===== config.mk =====
export PLATFORM = sky130hd
export DESIGN_NAME = booth_r4_mul
export DESIGN_NICKNAME = d
export VERILOG_FILES = /design/src/rtl/booth_r4_mul.sv
export SDC_FILE = /design/constraint.sdc
export NUM_CORES = 1
export LEC_CHECK = 0
export ABC_CLOCK_PERIOD_IN_PS = 8800
export CAP_MARGIN = 20
export CORE_MARGIN = 2
export CORE_UTILIZATION = 40
export CTS_BUF_LIST = sky130_fd_sc_hd__clkbuf_16
export CTS_CLUSTER_SIZE = 16
export DETAILED_ROUTE_END_ITERATION = 8
export PLACE_DENSITY = 0.59
export SLEW_MARGIN = 20
export SYNTH_ARGS = -nofsm -noshare
export SYNTH_HDL_FRONTEND = slang
export SYNTH_SLANG_ARGS = --single-unit

===== constraint.sdc =====
create_clock -name clk -period 8.8 [get_ports clk]
set_input_delay 1.32 -clock clk [delete_from_list [all_inputs] [get_ports clk]]
set_output_delay 1.32 -clock clk [all_outputs]
set_load 0.02 [all_outputs]

===== src/rtl/booth_r4_mul.sv =====
// booth_r4_mul: sequential radix-4 Booth multiplier for RV32M MUL/MULH/MULHSU/MULHU, one digit per clock.
module booth_r4_mul #(
  parameter int DW = 32
) (
  input  logic          clk,
  input  logic          rst_n,
  input  logic          start,
  input  logic          kill,
  input  logic [1:0]    op,
  input  logic [DW-1:0] multiplicand,
  input  logic [DW-1:0] multiplier,
  output logic [DW-1:0] result,
  output logic          busy,
  output logic          done
);
  localparam int AW = 2*DW + 4;
  localparam int BW = DW + 3;
  localparam int CW = $clog2(DW/2 + 1);
  localparam logic [CW-1:0] LAST = CW'(DW/2);
  localparam logic [1:0] IDLE = 2'd0;
  localparam logic [1:0] CALC = 2'd1;
  localparam logic [1:0] DONE = 2'd2;
  logic [1:0]    state;
  logic [CW-1:0] cnt;
  logic [1:0]    op_q;
  logic [AW-1:0] acc, a_sh, pp, acc_nx, a_init;
  logic [BW-1:0] b_sh, b_init;
  logic [2:0]    dig;
  logic          s_a, s_b, accept;
  assign s_a    = (op != 2'b11) & multiplicand[DW-1];
  assign s_b    = ~op[1] & multiplier[DW-1];
  assign a_init = {{(AW-DW){s_a}}, multiplicand};
  // low bit is the implicit B[-1] = 0 of the first Booth triplet
  assign b_init = {{2{s_b}}, multiplier, 1'b0};
  assign accept = start & ~kill & ((state == IDLE) | (state == DONE));
  assign busy   = (state == CALC);
  assign done   = (state == DONE);
  // a_sh already carries the 4^i weight, b_sh presents the current triplet in its low bits
  always_comb begin
    dig    = b_sh[2:0];
    pp     = (dig == 3'b011) ? (a_sh << 1) :
             (dig == 3'b100) ? -(a_sh << 1) :
             (dig == 3'b001 || dig == 3'b010) ? a_sh :
             (dig == 3'b101 || dig == 3'b110) ? -a_sh : '0;
    acc_nx = acc + pp;
  end
  always_ff @(posedge clk or negedge rst_n) begin
    if (!rst_n) begin
      state  <= IDLE;
      cnt    <= '0;
      acc    <= '0;
      a_sh   <= '0;
      b_sh   <= '0;
      op_q   <= '0;
      result <= '0;
    end else if (accept) begin
      state <= CALC;
      cnt   <= '0;
      acc   <= '0;
      a_sh  <= a_init;
      b_sh  <= b_init;
      op_q  <= op;
    end else if (state == CALC) begin
      if (kill) begin
        state <= IDLE;
      end else begin
        acc  <= acc_nx;
        a_sh <= a_sh << 2;
        b_sh <= BW'($signed(b_sh) >>> 2);
        cnt  <= cnt + 1'b1;
        if (cnt == LAST) begin
          result <= (op_q == 2'b00) ? acc_nx[DW-1:0] : acc_nx[2*DW-1:DW];
          state  <= DONE;
        end
      end
    end else begin
      state <= IDLE;
    end
  end
endmodule


==> impl_metrics.toml, run 1 <==
[pwr]
ir_drop_mv = 0.193
p_leak_nw = 7.85
p_per_area_nw_per_um2 = 346

[clock_network]
numCtsBuffers = 26
clkLatencyLatePin_ns = 0.56
cts_setup_buffers = 0
cts_root_buf = "clkbuf_16"
cts_hold_buf = 0
cts_num_sinks = 204
cts_buffer_depth = 3
path_clk_slew_ns = 0.06
htreeDepth = 1
cts_tree = "built"
post_cts_resized = 0

[synth]
synth.avg_cell_area_um2 = 7.97
ys.flop_type = "dfrtp_1"
yosysSeqAreaShare_pct = 32.1
async_reset_ff_share_pct = 100
synthTopCellsByArea = "dfrtp_1, nand2_1, ha_1"
syn_nets = 2136
yosysWarnings = 0
synth_top_cell_by_area = "dfrtp_1"
yosysTopAreaCellShare_pct = 32.1
synth_edf_count = 0
syn_inst = 1992
synth.distinct_cells = 70
ys_seq_elements = 204
synth_area_um2 = 15900

[timing]
finalSetupViolations = 0
finalClockSkew_ns = 0.0145
fin_crit_ns = 7.03
fin_setup_tns_ns = 0
tightest_slew_ns = 0.973
hold_ws_ns = 0.474
final-hold-violation-count = 0
fmax_mhz = 142
relSlewSlack_pct = 35.2
fin_crit_sh_pct = 79.8
drv_slew = 0
grt_setup_unrepaired = "no"

[worst_setup_path]
cp_slowest_cell = "or4_4"
crit_path_start_kind = "register"
endpoint_kind = "register"
critPathKind = "register to register"
crit_chain = "or3_4 -> or4b_4 -> or4_4 -> or4_4 -> or3_1 -> nor2_1 -> xor2_1 -> o211ai_1 -> o21ai_0 -> a311oi_1 -> ha_1 -> a21o_1 -> a21o_1 -> a221oi_1 -> o21ai_0 -> a31oi_1 -> o211ai_1 -> a31oi_1 -> o22ai_1 -> o21a_1 -> o31ai_1"
required_ns = 9.25
cp.arrival_ns = 7.48
r2r_slack_ns = 1.77
cpPeakStageDelay_ns = 0.60
path_max_fanout = 8

[placed_design]
numPortBuffers = 103
gp_congestion = 0.997
post-dp-hpwl_um = 39000

[global_routing]
grt_max_degree = 103
grt.overflow.total = 0
grt_usage_pct = 26.5
antenna_found_initial = 0
grt_pass1_vias = 14300
grt_pass1_wl_um = 86300

[floorplan]
start_util_pct = 40.8
pin_count = 104
dieArea_um2 = 41300
rows = 72
die_w_um = 203
die_h_um = 203
core_area_um2 = 38900

[routing]
ant_nets = 0
wl_per_cell_um = 22.1
drc = 0
routed_wirelength_um = 55100
dr.first_iter.drc_count = 1849
viasPerCell = 6.13
first_pass_iters = 5
via_count = 15300

[final_layout]
num-fill-cells = 3868
area_delta_synth_final_pct = 12.2
nets = 2101
num_antenna_cells = 0
utilization_pct = 45.8
drive_above_1_share_pct = 5.11

[worst_hold_path]
hp-class = "register to register"

[job]
drv_cap = 0

[run_status]
status = "completed"
-- critical path, delay by kind of cell (launching register included) --
kind	cells	cell delay, ns
flops	1	0.45
compound gates	13	3.20
fa+ha+maj	1	0.35
simple gates	6	2.80
xor+xnor	1	0.11
-- layout by cell type (no fill, tap or decap), types with 24 or more instances in the layout --
master and count:
nand2_1 279, dfrtp_1 201, a21oi_1 178, nor2_1 172, clkdlybuf4s50_1 102, o21ai_0 82, ha_1 73, xnor2_1 71
a22oi_1 67, a21o_1 55, a22o_1 53, xor2_1 49, nor3_1 45, inv_1 41, o22ai_1 37, a221o_1 34
nand3_1 32, a31oi_1 31, maj3_1 28, clkbuf_16 27, buf_4 26, a211oi_1 24
-- layout make-up --
cell class | count | area (um2) | area share [%]
Multi-Input combinational cell | 1561 | 9910 | 55.6
Sequential cell | 204 | 5110 | 28.7
Timing Repair Buffer | 129 | 1230 | 6.90
Clock buffer | 27 | 676 | 3.79
Tap cell | 518 | 648 | 3.64
Inverter | 35 | 131 | 0.737
Clock inverter | 21 | 119 | 0.667
-- Yosys cell counts (all sizes together) (5+ instances only) --
| cell | count |
|---|---|
| a211oi | 24 |
| a21o | 55 |
| a21oi | 178 |
| a221o | 34 |
| a221oi | 15 |
| a22o | 53 |
| a22oi | 67 |
| a311oi | 11 |
| a31oi | 31 |
| and2 | 5 |
| and3 | 9 |
| buf | 24 |
| clkbuf | 168 |
| dfrtp | 204 |
| ha | 73 |
| inv | 35 |
| maj3 | 28 |
| mux2 | 7 |
| mux2i | 6 |
| nand2 | 279 |
| nand2b | 9 |
| nand3 | 32 |
| nand4 | 21 |
| nor2 | 175 |
| nor2b | 10 |
| nor3 | 46 |
| nor4 | 14 |
| o211ai | 17 |
| o21a | 13 |
| o21ai | 82 |
| o21bai | 12 |
| o221ai | 11 |
| o22ai | 37 |
| o31ai | 6 |
| or2 | 11 |
| or3 | 20 |
| or4 | 7 |
| xnor2 | 71 |
| xor2 | 49 |
-- flip-flops by register name (all words and copies together) (netlist names) --
| register | count |
|---|---|
| a_sh | 64 |
| acc | 64 |
| b_sh | 35 |
| result | 32 |
| cnt | 5 |
| op_q | 2 |
| state | 2 |
-- worst paths after layout --
| check | endpoint | depth (start not counted) | start |
|---|---|---|---|
| min reg2reg | b_sh[9]$_DFFE_PN0P_ | 2 | b_sh[9]$_DFFE_PN0P_ |
| max in group asynchronous | result[9]$_DFFE_PN0P_ | 2 | rst_n |
| max | acc[62]$_DFFE_PN0P_ | 21 | a_sh[2]$_DFFE_PN0P_ |
| min in group asynchronous | a_sh[16]$_DFFE_PN0P_ | 1 | rst_n |
| max reg2reg | acc[62]$_DFFE_PN0P_ | 21 | a_sh[2]$_DFFE_PN0P_ |
| min | b_sh[9]$_DFFE_PN0P_ | 2 | b_sh[9]$_DFFE_PN0P_ |
-- metal layers --
layer | track usage, % | vias to the layer above | share of wire, %
li1 | - | 7199 | -
met1 | 40.0 | 7490 | 48
met2 | 38.5 | 524 | 42
met3 | 4.91 | 78 | 7.6
met4 | 6.80 | 0 | 2.7
met5 | 0 | - | 0
-- cells by family (layout without fill, tap and decap cells) --
kind of cell	count (synthesis)	in the layout	share of synthesized area (%)
compound gates	674	674	28.7
buf+inv	227	212	5.59
fa+ha+maj	102	102	7.64
flops	204	204	32.1
simple gates	652	652	18.4
mux	13	13	0.874
xor+xnor	120	120	6.62
-- through the flow --
stage                     power, mW  setup slack [ns]  std cells  area, um2
after floorplan                3.97              2.43       1992      15900
after global placement         5.04              1.97       2447      17000
after detailed placement       5.06              1.95       2447      17000
after CTS                      6.12              1.89       2495      17800
after global routing           6.58              1.42       2495      17800
final                          6.17              1.77       2495      17800
-- report_power, final --
group	switching, mW	leakage [nW]	internal, mW
logic	2.35	4.79	1.28
clock network	0.439	0.401	0.579
registers	0.331	2.65	1.19
No activity file was read; power rests on OpenSTA's default activity.
==> inputs of run 2 (changes only) <==
ABC_CLOCK_PERIOD_IN_PS = 6300   (was 8800)
PLACE_DENSITY = 0.61   (was 0.59)
clock period = 6.3 ns   (was 8.8 ns; I/O delays follow)
==> impl_metrics.toml, run 2 (synthesis results as in run 1) <==
[timing]
fmax_mhz = 162
final-hold-violation-count = 0
finalClockSkew_ns = 0.0124
finalSetupViolations = 0
fin_crit_sh_pct = 97.8
tightest_slew_ns = 0.929
worst_slack_ns = 0.140
fin_crit_ns = 6.16
hold_ws_ns = 0.322
relSlewSlack_pct = 38.1
drv_slew = 0

[placed_design]
dp_slack_ns = -0.0471
post-dp-hpwl_um = 40200
gp_congestion = 0.958
numPortBuffers = 103

[worst_setup_path]
path_max_fanout = 5
critPathKind = "register to register"
crit_family = "simple AND/OR/NAND/NOR gates"
cpPeakStageDelay_ns = 0.56
required_ns = 6.71
crit_start = "a_sh[1]$_DFFE_PN0P_"
cp_slowest_cell = "or4_4"
endpoint_kind = "register"
crit_chain = "or3_4 -> or4b_4 -> or4_4 -> or4_4 -> or3_4 -> or3_4 -> nand2_1 -> a21o_1 -> a31oi_1 -> a311oi_1 -> buf_4 -> ha_1 -> a21oi_2 -> o21ai_2 -> a221oi_2 -> o21ai_1 -> a31oi_1 -> o211ai_1 -> a31oi_1 -> buf_4 -> o21ai_0 -> xnor2_1 -> o21ai_0"
crit_path_start_kind = "register"
cp.arrival_ns = 6.58
r2r-start = "a_sh[1]$_DFFE_PN0P_"
cp_num_buf_inv = 2

[pwr]
p_leak_nw = 8.28
power_mw = 9.33
ir_drop_mv = 0.286
p_per_area_nw_per_um2 = 499

[final_layout]
final_cell_mix = "nand2_1, dfrtp_1, nor2_1"
final_common_cell = "nand2_1"
area.sequential_um2 = 5110
nets = 2172
drive_above_1_share_pct = 10.8
area_delta_synth_final_pct = 17.8
multi_input_area_um2 = 10100
largestRegisters = "a_sh (64), acc (64), b_sh (35)"
num-fill-cells = 3823
num_antenna_cells = 0

[global_routing]
grt_pass1_wl_um = 87900
grt_pass1_vias = 14600
antenna_found_initial = 0
grt_max_degree = 157
grt_usage_pct = 26.9
grt.overflow.total = 0

[floorplan]
dieArea_um2 = 41300
pin_count = 104
die_h_um = 203
rows = 72
core_area_um2 = 38900
die_w_um = 203
start_util_pct = 40.8

[routing]
drc = 0
ant_nets = 0
via_count = 15700
first_pass_iters = 6
viasPerCell = 6.13
wl_per_cell_um = 21.9
routed_wirelength_um = 56200
dr.first_iter.drc_count = 1610

[clock_network]
cts_hold_buf = 0
cts_tree = "built"
path_clk_slew_ns = 0.06
htreeDepth = 1
numCtsBuffers = 26
clkLatencyLatePin_ns = 0.56
cts_root_buf = "clkbuf_16"
cts_buffer_depth = 3
cts_num_sinks = 204

[worst_hold_path]
hp-class = "input pin to asynchronous set/reset pin"

[job]
drv_cap = 0

[run_status]
status = "completed"
==> run 2: layout make-up <==
class                   count  share of cell area (%)
well taps                 518                    3.46
repair buffers            200                    9.56
clock buffers              27                    3.61
inverters                  35                   0.702
flip-flops and latches    204                    27.3
clock inverters            20                    1.17
multi-input cells        1561                    54.2
==> run 2: worst reg2reg max path, stage by stage, from the launching register on <==
cell      delay (ns)
dfrtp_1         0.39
or3_4           0.42
or4b_4          0.53
or4_4           0.56
or4_4           0.47
or3_4           0.37
or3_4           0.36
nand2_1         0.08
a21o_1          0.11
a31oi_1         0.08
a311oi_1        0.26
buf_4           0.17
ha_1            0.24
a21oi_2         0.20
o21ai_2         0.10
a221oi_2        0.32
o21ai_1         0.11
a31oi_1         0.27
o211ai_1        0.14
a31oi_1         0.19
buf_4           0.18
o21ai_0         0.14
xnor2_1         0.22
o21ai_0         0.10
==> run 2: path summary, 6_finish.rpt <==
| kind | cells after the start | slack [ns] | to |
|---|---|---|---|
| worst max-delay path | 23 | 0.14 | acc[58]$_DFFE_PN0P_ |
| worst min-delay path | 1 | 0.32 | a_sh[18]$_DFFE_PN0P_ |
| worst max register to register | 23 | 0.14 | acc[58]$_DFFE_PN0P_ |
| worst min register to register | 2 | 0.47 | b_sh[19]$_DFFE_PN0P_ |
| max in group asynchronous | 2 | 4.73 | acc[59]$_DFFE_PN0P_ |
| min in group clk | 2 | 0.47 | b_sh[19]$_DFFE_PN0P_ |
==> run 2: routing by layer <==
metal | vias up | GRT usage, % | wire [um]
li1 | 7336 | - | -
met1 | 7698 | 40.9 | 26400
met2 | 616 | 40.1 | 24300
met3 | 77 | 3.79 | 4180
met4 | 0 | 6.44 | 1380
met5 | - | 0 | 0
==> run 2: repair_timing <==
action,CTS,global route
pin swaps,2,18
buffers inserted,0,11
cloned,0,0
gates resized for setup,5,53
hold endpoints to repair,0,0
setup endpoints to repair,13,46
==> run 2: where the power goes <==
group	internal, mW	total (mW)	switching [mW]	leakage (nW)
Sequential	1.67	2.11	0.444	2.65
Clock	0.973	1.59	0.616	0.443
Combinational	2.12	5.63	3.51	5.19
==> run 2: through the flow <==
step                      instances  util [%]  TNS (ns)  instance area, um2
after floorplan                1992         -         0               15900
after global placement         2507      45.0         0               17500
after detailed placement       2507      45.0    -0.135               17500
after CTS                      2554      47.3         0               18400
after global routing           2565      48.1    -0.134               18700
final                          2565      48.1         0               18700
